<file path="src/rtl/dir_input_queue.sv">
// Debounced, per-player direction input stage: buttons -> one-hot press events ->
// legality filter -> small FIFO of pending turns, drained one entry per game tick.
module dir_input_queue #(
  parameter int         N_PLAYERS       = 1,
  parameter int         QUEUE_DEPTH     = 4,
  parameter int         DEBOUNCE_CYCLES = 4,
  parameter logic [3:0] DIR_RESET       = 4'b0001
) (
  input  logic                                         clk,
  input  logic                                         rst,
  input  logic [4*N_PLAYERS-1:0]                       btn,
  input  logic                                         enable,
  input  logic                                         tick,
  input  logic                                         clr_ovf,
  output logic [4*N_PLAYERS-1:0]                       dir,
  output logic [N_PLAYERS*$clog2(QUEUE_DEPTH+1)-1:0]   q_count,
  output logic [N_PLAYERS-1:0]                         ovf
);

  localparam int CW  = $clog2(QUEUE_DEPTH + 1);
  localparam int PW  = $clog2(QUEUE_DEPTH);
  localparam int DBW = (DEBOUNCE_CYCLES > 1) ? $clog2(DEBOUNCE_CYCLES) : 1;
  localparam int NB  = 4 * N_PLAYERS;

  logic [NB-1:0]  sync1;
  logic [NB-1:0]  sync2;
  logic [NB-1:0]  db;
  logic [NB-1:0]  db_q;
  logic [NB-1:0]  press;
  logic [DBW-1:0] db_cnt [NB];

  // The counter only runs while the synchronized level disagrees with db, so any
  // agreement (glitch ending) restarts the stability window from zero.
  always_ff @(posedge clk) begin
    if (rst) begin
      sync1 <= '0;
      sync2 <= '0;
      db    <= '0;
      db_q  <= '0;
      for (int i = 0; i < NB; i++) db_cnt[i] <= '0;
    end else begin
      sync1 <= btn;
      sync2 <= sync1;
      db_q  <= db;
      for (int i = 0; i < NB; i++) begin
        if (sync2[i] != db[i]) begin
          if (db_cnt[i] == DBW'(DEBOUNCE_CYCLES - 1)) begin
            db[i]     <= ~db[i];
            db_cnt[i] <= '0;
          end else begin
            db_cnt[i] <= db_cnt[i] + DBW'(1);
          end
        end else begin
          db_cnt[i] <= '0;
        end
      end
    end
  end

  assign press = db & ~db_q;

  for (genvar p = 0; p < N_PLAYERS; p++) begin : g_player
    logic [3:0]    mem [QUEUE_DEPTH];
    logic [PW-1:0] head;
    logic [PW-1:0] tail;
    logic [CW-1:0] count;
    logic [3:0]    cur_dir;
    logic          ovf_r;
    logic [3:0]    pv;
    logic [3:0]    ev;
    logic [3:0]    ref_dir;
    logic [3:0]    opp_dir;
    logic          legal;
    logic          full;
    logic          do_pop;
    logic          do_push;
    logic          ovf_set;

    assign pv = press[4*p +: 4];

    always_comb begin
      ev = 4'b0000;
      if (pv[0])      ev = 4'b0001;
      else if (pv[1]) ev = 4'b0010;
      else if (pv[2]) ev = 4'b0100;
      else if (pv[3]) ev = 4'b1000;
    end

    // A turn is judged against where the snake will be heading once everything
    // already queued has been applied, i.e. the newest queued entry.
    assign ref_dir = (count != '0) ? mem[tail - PW'(1)] : cur_dir;
    assign opp_dir = {ref_dir[2], ref_dir[3], ref_dir[0], ref_dir[1]};
    assign legal   = (ev != 4'b0000) && (ev != ref_dir) && (ev != opp_dir);
    assign full    = (count == CW'(QUEUE_DEPTH));
    assign do_pop  = tick && (count != '0);
    assign do_push = legal && enable && (!full || do_pop);
    assign ovf_set = legal && enable && full && !do_pop;

    always_ff @(posedge clk) begin
      if (do_push) mem[tail] <= ev;
    end

    always_ff @(posedge clk) begin
      if (rst) begin
        head    <= '0;
        tail    <= '0;
        count   <= '0;
        cur_dir <= DIR_RESET;
        ovf_r   <= 1'b0;
      end else begin
        if (do_push) tail <= tail + PW'(1);
        if (do_pop) begin
          head    <= head + PW'(1);
          cur_dir <= mem[head];
        end
        case ({do_push, do_pop})
          2'b10:   count <= count + CW'(1);
          2'b01:   count <= count - CW'(1);
          default: count <= count;
        endcase
        if (ovf_set)      ovf_r <= 1'b1;
        else if (clr_ovf) ovf_r <= 1'b0;
      end
    end

    assign dir[4*p +: 4]      = cur_dir;
    assign q_count[CW*p +: CW] = count;
    assign ovf[p]             = ovf_r;
  end

endmodule
</file>
<file path="config.mk">
export PLATFORM = sky130hd
export DESIGN_NAME = dir_input_queue
export DESIGN_NICKNAME = d
export VERILOG_FILES = /design/src/rtl/dir_input_queue.sv
export SDC_FILE = /design/constraint.sdc
export NUM_CORES = 1
export LEC_CHECK = 0
export CORE_MARGIN = 8
export CORE_UTILIZATION = 52
export CTS_CLUSTER_SIZE = 20
export DETAILED_ROUTE_END_ITERATION = 10
export PLACE_DENSITY = 0.74
export RECOVER_POWER = 25
export SLEW_MARGIN = 10
export SYNTH_ARGS = -nofsm -noshare
export SYNTH_HDL_FRONTEND = slang
export SYNTH_SLANG_ARGS = --single-unit
export TNS_END_PERCENT = 1
</file>
<file path="constraint.sdc">
create_clock -name clk -period 3.5 [get_ports clk]
set_clock_uncertainty 0.05 [all_clocks]
set_input_delay 0.7 -clock clk [delete_from_list [all_inputs] [get_ports clk]]
set_output_delay 0.7 -clock clk [all_outputs]
set_load 0.005 [all_outputs]
</file>
==> metrics.csv, run 1 <==
metric;value;unit
drive_gt1_share;12.0;%
first_global_vias;1597;
crit_path_end_kind;flop;
ctsRootBufferMaster;clkbuf_8;
yosys.area.top_type_share;28.5;%
m1WireLength;2130;um
hold_viol;0;
portBuffers;16;
seq_power_share;47.2;%
path_class;flop to flop;
yosysTopAreaCell;edfxtp_1;
ys_warn_count;0;
area_growth;13.1;%
r2r-end;q_count[1];
drtAntennaViolNets;0;
antenna_found_initial;0;
clockBufferDepth;2;
diodes;0;
ir_drop;0.309;mV
num_rows;25;
maxSlewViolCount;0;
hp-class;flop to flop;
ys_ff_latch;52;
grt_pass1_wl;7600;um
crit_buf_inv;1;
route.detailed.drc;0;
min_path_cells;1;
grt_max_degree;21;
wl_met3;192;um
wl_per_cell;15.0;um
syn_inst;216;
async_reset_ff_share;0;%
tightest_slew;802;ps
p_sw;443;uW
dp_hpwl;3350;um
synth-edff-count;24;
maxCapViolCount;0;
cts_buffers;5;
core;4690;sq um
clockPowerShare;24.3;%
clk_pin_slew;90;ps
timing.setup.tns;0;ps
ys_top_cells_by_area;edfxtp_1 (29%), dfxtp_1 (22%), mux4_2 (7.1%);
clkLatencyLatePin;300;ps
instances_no_fill;295;
min_from;sync1[2];
viasPerCell;5.49;
syn-cell-area;2530;sq um
place.gp.congestion;0.800;
worstRegToRegCells;13;
p_leak;1.06;nW
cts_tree;yes;
status;completed;
cpLargestDelayFamily;adder cells;
die_h;85.7;um
first_iter_violations;119;
path_max_fanout;5;
p_comb_share;28.4;%
r2r_start;g_player[0].tail[1];
top_layer_used;met4;
max_freq;0.302;GHz
rrSetupSlack;190;ps
required;3650;ps
die_w;85.7;um
min_period;3310;ps
switching_share;29.2;%
io_pins;17;
power_density;532;nW/um^2
dp_cells;287;
grt_overflow_total;0;
hold_path_end;sync2[2];
drt_wl_total;4420;um
cts_sinks;52;
htree_levels;2;
critical_path.slowest_cell;fa_1;
synth_ff_type;dfxtp_1;
yosysUniqueCellTypes;44;
slowest_delay;410;ps
syn_area_per_cell;11.7;sq um
crit_chain;inv_1 -> ha_2 -> mux4_2 -> mux2i_4 -> xnor2_1 -> o311ai_2 -> a32oi_2 -> nor2_1 -> fa_1 -> nor2b_1 -> nand2_1 -> mux2i_1 -> a311o_1;
ctsHoldBuffers;0;
timing.final.crit_share;94.7;%
start_util;53.8;%
grtUsageTotal;12.9;%
slew_headroom;46.1;%
setup_viol;0;
synth-seq-area-share;50.7;%
start_kind;flop;
internal_power;1.08;mW
wl_met2;2010;um
num_vias;1619;
cp.arrival;3460;ps
dieArea;7340;sq um
final_nets;258;
dr.pass1.iters;4;
## cell type report
| type | count | area [sq um] |
|---|---|---|
| inverter | 8 | 30.0 |
| tap | 54 | 67.6 |
| fill | 385 | 1840 |
| sequential | 52 | 1280 |
| timing repair buffer | 23 | 209 |
| multi-input combinational | 150 | 1170 |
| clock buffer | 7 | 97.6 |
| clock inverter | 1 | 5.00 |
## worst max-delay path by stage
stage                                   start  depth (start not counted)          to  slack (ps)
final                     g_player[0].tail[1]                         13  q_count[1]         190
after global routing      g_player[0].tail[1]                         13  q_count[1]          -5
after CTS                 g_player[0].tail[1]                         13  q_count[1]         150
after detailed placement  g_player[0].tail[1]                         13  q_count[1]         140
after global placement    g_player[0].tail[1]                         13  q_count[1]         260
after floorplan           g_player[0].tail[0]                         15  q_count[1]          60
## power by group through the flow
stage	sequential (mW)	clock (mW)	combinational, mW
global placement	0.729	0	0.425
finish	0.717	0.369	0.432
CTS	0.717	0.378	0.434
detailed placement	0.730	0	0.433
global route	0.724	0.397	0.473
floorplan	0.719	0	0.332
## cell usage in the layout, fill, tap and decap left out, drive strengths merged, types with 2 or more instances in the layout
| cell | synthesis | final |
|---|---|---|
| xnor2 | 12 | 12 |
| nor4 | 2 | 2 |
| edfxtp | 24 | 24 |
| and3 | 5 | 5 |
| mux2i | 11 | 11 |
| nor2b | 19 | 19 |
| xor2 | 2 | 2 |
| nand3 | 3 | 3 |
| nand4b | 2 | 2 |
| conb | 1 | 8 |
| o21ai | 2 | 2 |
| a21oi | 6 | 6 |
| inv | 8 | 8 |
| clkdlybuf4s50 | 0 | 15 |
| nand2b | 2 | 2 |
| nor2 | 19 | 19 |
| mux4 | 8 | 8 |
| or3 | 6 | 6 |
| or4 | 2 | 2 |
| dfxtp | 28 | 28 |
| clkbuf | 7 | 8 |
| buf | 6 | 6 |
| ha | 8 | 8 |
| nand2 | 13 | 13 |
| nor3 | 6 | 6 |
## cells in the mapped netlist, types with 2 or more instances
library cell	instances
xor2_1	2
nand4b_1	2
nand3_1	3
nand2_1	13
nor2_1	19
nand2b_1	2
xnor2_1	12
mux4_2	8
dfxtp_1	28
o21ai_0	2
nor4_1	2
nor3_1	6
or3_1	6
ha_1	8
and3_1	5
edfxtp_1	24
buf_4	2
buf_6	2
mux2i_1	9
a21oi_1	6
clkbuf_1	7
inv_1	7
buf_2	2
nor2b_1	19
## flip-flops by register name, summed over array words and instances, names as in the netlist
signal         count
db                 4
db_cnt             8
db_q               4
dir                4
g_player.head      2
g_player.mem      16
g_player.tail      2
ovf                1
q_count            3
sync1              4
sync2              4
## metrics by stage
stage | cell area (sq um) | util, % | hold WS (ps) | power, mW | setup WS, ps
after floorplan | 2550 | - | 364 | 1.05 | 58.9
after global placement | 2760 | 58.8 | 369 | 1.15 | 262
after detailed placement | 2760 | 58.8 | 383 | 1.16 | 141
after CTS | 2860 | 61.0 | 406 | 1.53 | 150
after global routing | 2860 | 60.9 | 415 | 1.59 | -5.35
final | 2860 | 60.9 | 398 | 1.52 | 186
## cells by family after synthesis
logic type	Yosys count	share of synthesized area, %
AOI/OAI and AO/OA	15	4.90
and+or+nand+nor	84	17.9
xor gates and xnor gates	14	4.85
DFF	52	50.7
muxes	20	12.6
other	1	0.148
adders and majority gates	9	4.76
buffers and inverters	21	4.11
## layer usage
layer | GRT usage [%] | vias up
li1 | - | 799
met1 | 16.6 | 778
met2 | 19.7 | 32
met3 | 3.63 | 10
met4 | 5.73 | 0
met5 | 0 | -
## repair_timing
| action | in CTS | in global routing |
|---|---|---|
| setup buffers | 0 | 0 |
| gates resized for setup | 0 | 1 |
| endpoints found under the setup margin | 0 | 1 |
(Power assumes the default switching activity.)
==> inputs of run 2 (changes only) <==
- SETUP_SLACK_MARGIN: not set -> 0.05
==> run 2 against run 1 <==
Against the previous run: die area unchanged; clock power about the same; cell count stayed put; register-to-register slack better by 50 ps; global-route usage stayed put; critical path depth stayed put; highest routed layer unchanged; largest cell class unchanged; flip-flop and latch count unchanged; combinational power is 3% higher; non-clock buffer count unchanged; utilization rose by 0.35 points.
==> metrics.csv, run 2 (synthesized netlist as in run 1, its figures left out) <==
metric;value;unit;change
grtUsageTotal;12.9;%;unchanged
dieArea;7340;sq um;unchanged
route.detailed.drc;0;;unchanged
finish.utilization;61.2;%;+0.35 points
drive_gt1_share;12.9;%;+0.83 points
path_max_fanout;5;;unchanged
die_h;85.7;um;unchanged
p_leak;1.06;nW;about the same
min_from;sync1[1];;
cts_buffers;5;;unchanged
io_pins;17;;unchanged
num_rows;25;;unchanged
first_iter_violations;120;;+0.84%
clk_pin_slew;90;ps;about the same
cp_num_cells;13;;unchanged
instances_no_fill;295;;unchanged
top_regs;g_player.mem: 16 flops, db_cnt: 8 flops;;
cp.arrival;3410;ps;-50 ps
maxSlewViolCount;0;;unchanged
p_comb_share;29.1;%;+0.7 points
drtAntennaViolNets;0;;unchanged
finalInstanceArea;2870;sq um;+0.57%
regMostFlops;g_player.mem;;
maxCapViolCount;0;;unchanged
r2r_start;g_player[0].tail[1];;
area_growth;13.7;%;
clockBufferDepth;2;;unchanged
portBuffers;16;;unchanged
grt_pass1_wl;7600;um;unchanged
cts_tree;yes;;
dp_hpwl;3350;um;unchanged
hold_viol;0;;unchanged
cpLargestDelayFamily;compound AO/OA/AOI/OAI gates;;
place.gp.congestion;0.800;;unchanged
crit_buf_inv;1;;unchanged
grt_overflow_total;0;;unchanged
place_area;2760;sq um;unchanged
first_global_vias;1597;;unchanged
switching_share;29.2;%;+0.040 points
timing.setup.tns;0;ps;unchanged
crit_chain;inv_1 -> ha_2 -> mux4_2 -> mux2i_4 -> xnor2_1 -> o311ai_2 -> a32oi_2 -> nor2_1 -> fa_1 -> nor2b_1 -> nand2_1 -> mux2i_1 -> a311o_1;;
core;4690;sq um;unchanged
slowest_delay;410;ps;about the same
critical_path.slowest_cell;fa_1;;
viasPerCell;5.51;;+0.43%
layout_common_cells;dfxtp_1 (27), edfxtp_1 (24), nor2b_1 (19), nor2_1 (19), clkdlybuf4s50_1 (15);;
power_density;533;nW/um^2;+0.22%
num_vias;1626;;+0.43%
start_kind;flop;;
p_sw;447;uW;+0.93%
ir_drop;0.330;mV;+7.0%
path_class;flop to flop;;
diodes;0;;unchanged
wl_per_cell;15.0;um;+0.14%
antenna_found_initial;0;;unchanged
slew_headroom;47.2;%;+1.1 points
min_period;3270;ps;-46.2 ps
timing.final.crit_share;93.4;%;-1.3 points
internal_power;1.08;mW;+0.74%
tightest_slew;786;ps;-16.2 ps
clkLatencyLatePin;300;ps;about the same
r2r-end;q_count[1];;
dr.pass1.iters;4;;unchanged
min_path_cells;1;;unchanged
hold_path_end;sync2[1];;
rsz0062_at_grt;no;;
setup_viol;0;;unchanged
largest_reg_flops;16;;unchanged
seq_power_share;46.9;%;-0.3 points
required;3650;ps;about the same
dp_cells;287;;unchanged
fillers;384;;-0.26%
die_w;85.7;um;unchanged
hp-class;flop to flop;;
ctsRootBufferMaster;clkbuf_8;;
crit_path_end_kind;flop;;
layout_commonest_cell;dfxtp_1;;
clockPowerShare;24.0;%;-0.3 points
start_util;53.8;%;unchanged
rrSetupSlack;230;ps;+50 ps
max_freq;0.306;GHz;+1.4%
htree_levels;2;;unchanged
final_nets;258;;unchanged
grt_max_degree;21;;unchanged
worstRegToRegCells;13;;unchanged
cts_sinks;52;;unchanged
drt_wl_total;4430;um;+0.14%
status;completed;;
## run 2: area by class of cell
| cell class | count | area (sq um) | share of cell area [%] |
|---|---|---|---|
| sequential | 52 | 1280 | 44.6 |
| clock buffer | 7 | 97.6 | 3.40 |
| multi-input combinational | 150 | 1180 | 41.1 |
| timing repair buffer | 23 | 209 | 7.27 |
| clock inverter | 1 | 5.00 | 0.174 |
| inverter | 8 | 30.0 | 1.05 |
| tap | 54 | 67.6 | 2.35 |
## run 2: metrics by stage
| stage | hold WS [ps] | setup slack (ps) | total power, mW |
|---|---|---|---|
| after floorplan | 364 | 58.9 | 1.05 |
| after global placement | 369 | 262 | 1.15 |
| after detailed placement | 383 | 141 | 1.16 |
| after CTS | 406 | 150 | 1.53 |
| after global routing | 415 | 71.8 | 1.61 |
| final | 399 | 232 | 1.53 |
## run 2: worst max path at each step
stage,to,from,slack (ps)
finish,q_count[1],g_player[0].tail[1],230
global route,q_count[1],g_player[0].tail[1],70
CTS,q_count[1],g_player[0].tail[1],150
detailed placement,q_count[1],g_player[0].tail[1],140
global placement,q_count[1],g_player[0].tail[1],260
floorplan,q_count[1],g_player[0].tail[0],60
## run 2: per-layer routing
layer	share of wire, %	global-route usage, %	vias to the layer above
met5	0	0	-
met4	2.0	5.73	0
met3	4.0	3.63	10
met2	45	19.7	31
met1	48	16.6	785
li1	-	-	800
## run 2: power groups by stage
| stage | Combinational [mW] | Sequential [mW] | Clock, mW |
|---|---|---|---|
| after global placement | 0.425 | 0.729 | 0 |
| after floorplan | 0.332 | 0.719 | 0 |
| after global routing | 0.487 | 0.725 | 0.397 |
| after detailed placement | 0.433 | 0.730 | 0 |
| final | 0.445 | 0.718 | 0.368 |
| after CTS | 0.434 | 0.717 | 0.378 |
## run 2: repair_timing
action                                  in CTS  in global routing
resized for setup                            0                  4
endpoints found under the setup margin       0                  2
setup buffers                                0                  0
hold buffers                                 0                  0
==> inputs of run 3 (changes only) <==
==> constraint.sdc (replaced) <==
create_clock -name clk -period 3.5 [get_ports clk]
set_clock_uncertainty 0.05 [all_clocks]
set_input_delay 0.875 -clock clk [delete_from_list [all_inputs] [get_ports clk]]
set_output_delay 0.875 -clock clk [all_outputs]
set_load 0.005 [all_outputs]
==> run 3 against run 2 <==
Against the previous run: worst hold slack lost 3.9 ps; global-route usage grew 0.093 points; total power shrank 1.3%; largest cell class unchanged; fmax is essentially flat; largest power group unchanged.
==> metrics.csv, run 3 (synthesized netlist as in run 1, its figures left out) <==
metric;value;unit;change
status;completed;;
largest_reg_flops;16;;unchanged
drive_gt1_share;11.7;%;-1.2 points
timing.final.crit_share;93.4;%;about the same
clockBufferDepth;2;;unchanged
cpLargestDelayFamily;adder cells;;
num_vias;1601;;-1.5%
antenna_found_initial;0;;unchanged
die_h;85.7;um;unchanged
die_w;85.7;um;unchanged
crit_path_end_kind;flop;;
dieArea;7340;sq um;unchanged
finish.utilization;60.7;%;-0.56 points
ir_drop;0.333;mV;+0.68%
switching_share;29.0;%;-0.27 points
cts_resized;0;;unchanged
worstRegToRegCells;13;;unchanged
path_max_fanout;5;;unchanged
dp_hpwl;3360;um;+0.34%
start_util;53.8;%;unchanged
p_comb_share;28.3;%;-0.8 points
timing.setup.tns;0;ps;unchanged
grt_pass1_wl;7470;um;-1.6%
io_pins;17;;unchanged
crit_buf_inv;1;;unchanged
htree_levels;2;;unchanged
grt_overflow_total;0;;unchanged
grt_max_degree;29;;+38%
fillers;373;;-2.9%
finalPower;1.51;mW;-1.3%
first_global_vias;1521;;-4.8%
p_leak;1.05;nW;-0.84%
drt_wl_total;4440;um;+0.32%
cp.arrival;3410;ps;about the same
maxCapViolCount;0;;unchanged
maxSlewViolCount;0;;unchanged
route.detailed.drc;0;;unchanged
viasPerCell;5.45;;-1.2%
layout_common_cells;dfxtp_1 (27), edfxtp_1 (24), nor2b_1 (19), nor2_1 (19), clkdlybuf4s50_1 (15);;
layout_commonest_cell;dfxtp_1;;
tightest_slew;1170;ps;+383 ps
core;4690;sq um;unchanged
ctsRootBufferMaster;clkbuf_8;;
seq_power_share;47.3;%;+0.4 points
wl_per_cell;15.1;um;+0.66%
rsz0062_at_grt;no;;
top_regs;g_player.mem: 16 flops, db_cnt: 8 flops;;
regMostFlops;g_player.mem;;
cts_sinks;52;;unchanged
hold_viol;0;;unchanged
setup_viol;0;;unchanged
crit_start;g_player[0].tail[1];;
clkLatencyLatePin;300;ps;about the same
portBuffers;16;;unchanged
path_class;flop to flop;;
internal_power;1.07;mW;-0.88%
hold_ws;395;ps;-3.93 ps
min_period;3270;ps;-0.570 ps
rrSetupSlack;230;ps;about the same
clk_pin_slew;90;ps;about the same
postCtsSetupBuffers;0;;unchanged
grtUsageTotal;13.0;%;+0.093 points
dp_cells;286;;-0.35%
power_density;531;nW/um^2;-0.35%
clockPowerShare;24.4;%;+0.4 points
cts_tree;yes;;
r2r-end;q_count[1];;
dr.pass1.iters;6;;+2
cts_buffers;5;;unchanged
slew_headroom;22.1;%;-25 points
final_nets;257;;-0.39%
crit_chain;inv_1 -> ha_2 -> mux4_2 -> mux2i_2 -> xnor2_1 -> o311ai_2 -> a32oi_2 -> nor2_1 -> fa_1 -> nor2b_1 -> nand2_1 -> mux2i_1 -> a311o_1;;
cp_num_cells;13;;unchanged
first_iter_violations;122;;+1.7%
required;3640;ps;about the same
crit_end;q_count[1];;
slowest_delay;410;ps;about the same
instances_no_fill;294;;-0.34%
diodes;0;;unchanged
p_sw;438;uW;-2.2%
r2r_start;g_player[0].tail[1];;
num_rows;25;;unchanged
place.gp.congestion;0.807;;+0.89%
start_kind;flop;;
hp-class;flop to flop;;
drtAntennaViolNets;0;;unchanged
area_growth;12.7;%;
ctsHoldBuffers;0;;unchanged
critical_path.slowest_cell;fa_1;;
max_freq;0.306;GHz;about the same
[run 3: metrics by stage]
stage / setup slack, ps / cell area, sq um
5_1_grt: 55.9 / 2850
3_5_place_dp: 157 / 2750
4_1_cts: 146 / 2850
6_report: 232 / 2850
2_1_floorplan: 58.9 / 2550
3_3_place_gp: 270 / 2750
[run 3: how the worst min path moves through the flow]
stage / start / endpoint / slack [ps] / cells after the start
finish: sync1[0] / sync2[0] / 390 / 1
global route: sync1[0] / sync2[0] / 420 / 1
CTS: sync1[0] / sync2[0] / 400 / 1
detailed placement: sync1[3] / sync2[3] / 380 / 1
global placement: sync1[2] / sync2[2] / 370 / 1
floorplan: sync1[0] / sync2[0] / 360 / 1
[run 3: layout make-up]
type	count	area, sq um	area share (%)
clock inverter	1	5.00	0.176
tap	54	67.6	2.37
sequential	52	1280	45.1
multi-input combinational	150	1170	41.0
clock buffer	7	97.6	3.43
timing repair buffer	22	198	6.95
inverter	8	30.0	1.05
[run 3: power by group through the flow]
stage	Combinational (mW)	Clock (mW)	Sequential [mW]
2_1_floorplan	0.332	0	0.719
3_3_place_gp	0.423	0	0.729
3_5_place_dp	0.429	0	0.729
4_1_cts	0.430	0.378	0.715
5_1_grt	0.464	0.399	0.723
6_report	0.428	0.369	0.715
[run 3: routing by layer]
metal | vias to the layer above | global-route usage [%] | part of all wire [%]
met2 | 33 | 20.4 | 47
li1 | 806 | - | -
met5 | - | 0 | 0
met3 | 6 | 3.44 | 3.7
met4 | 0 | 6.21 | 1.8
met1 | 756 | 16.3 | 48
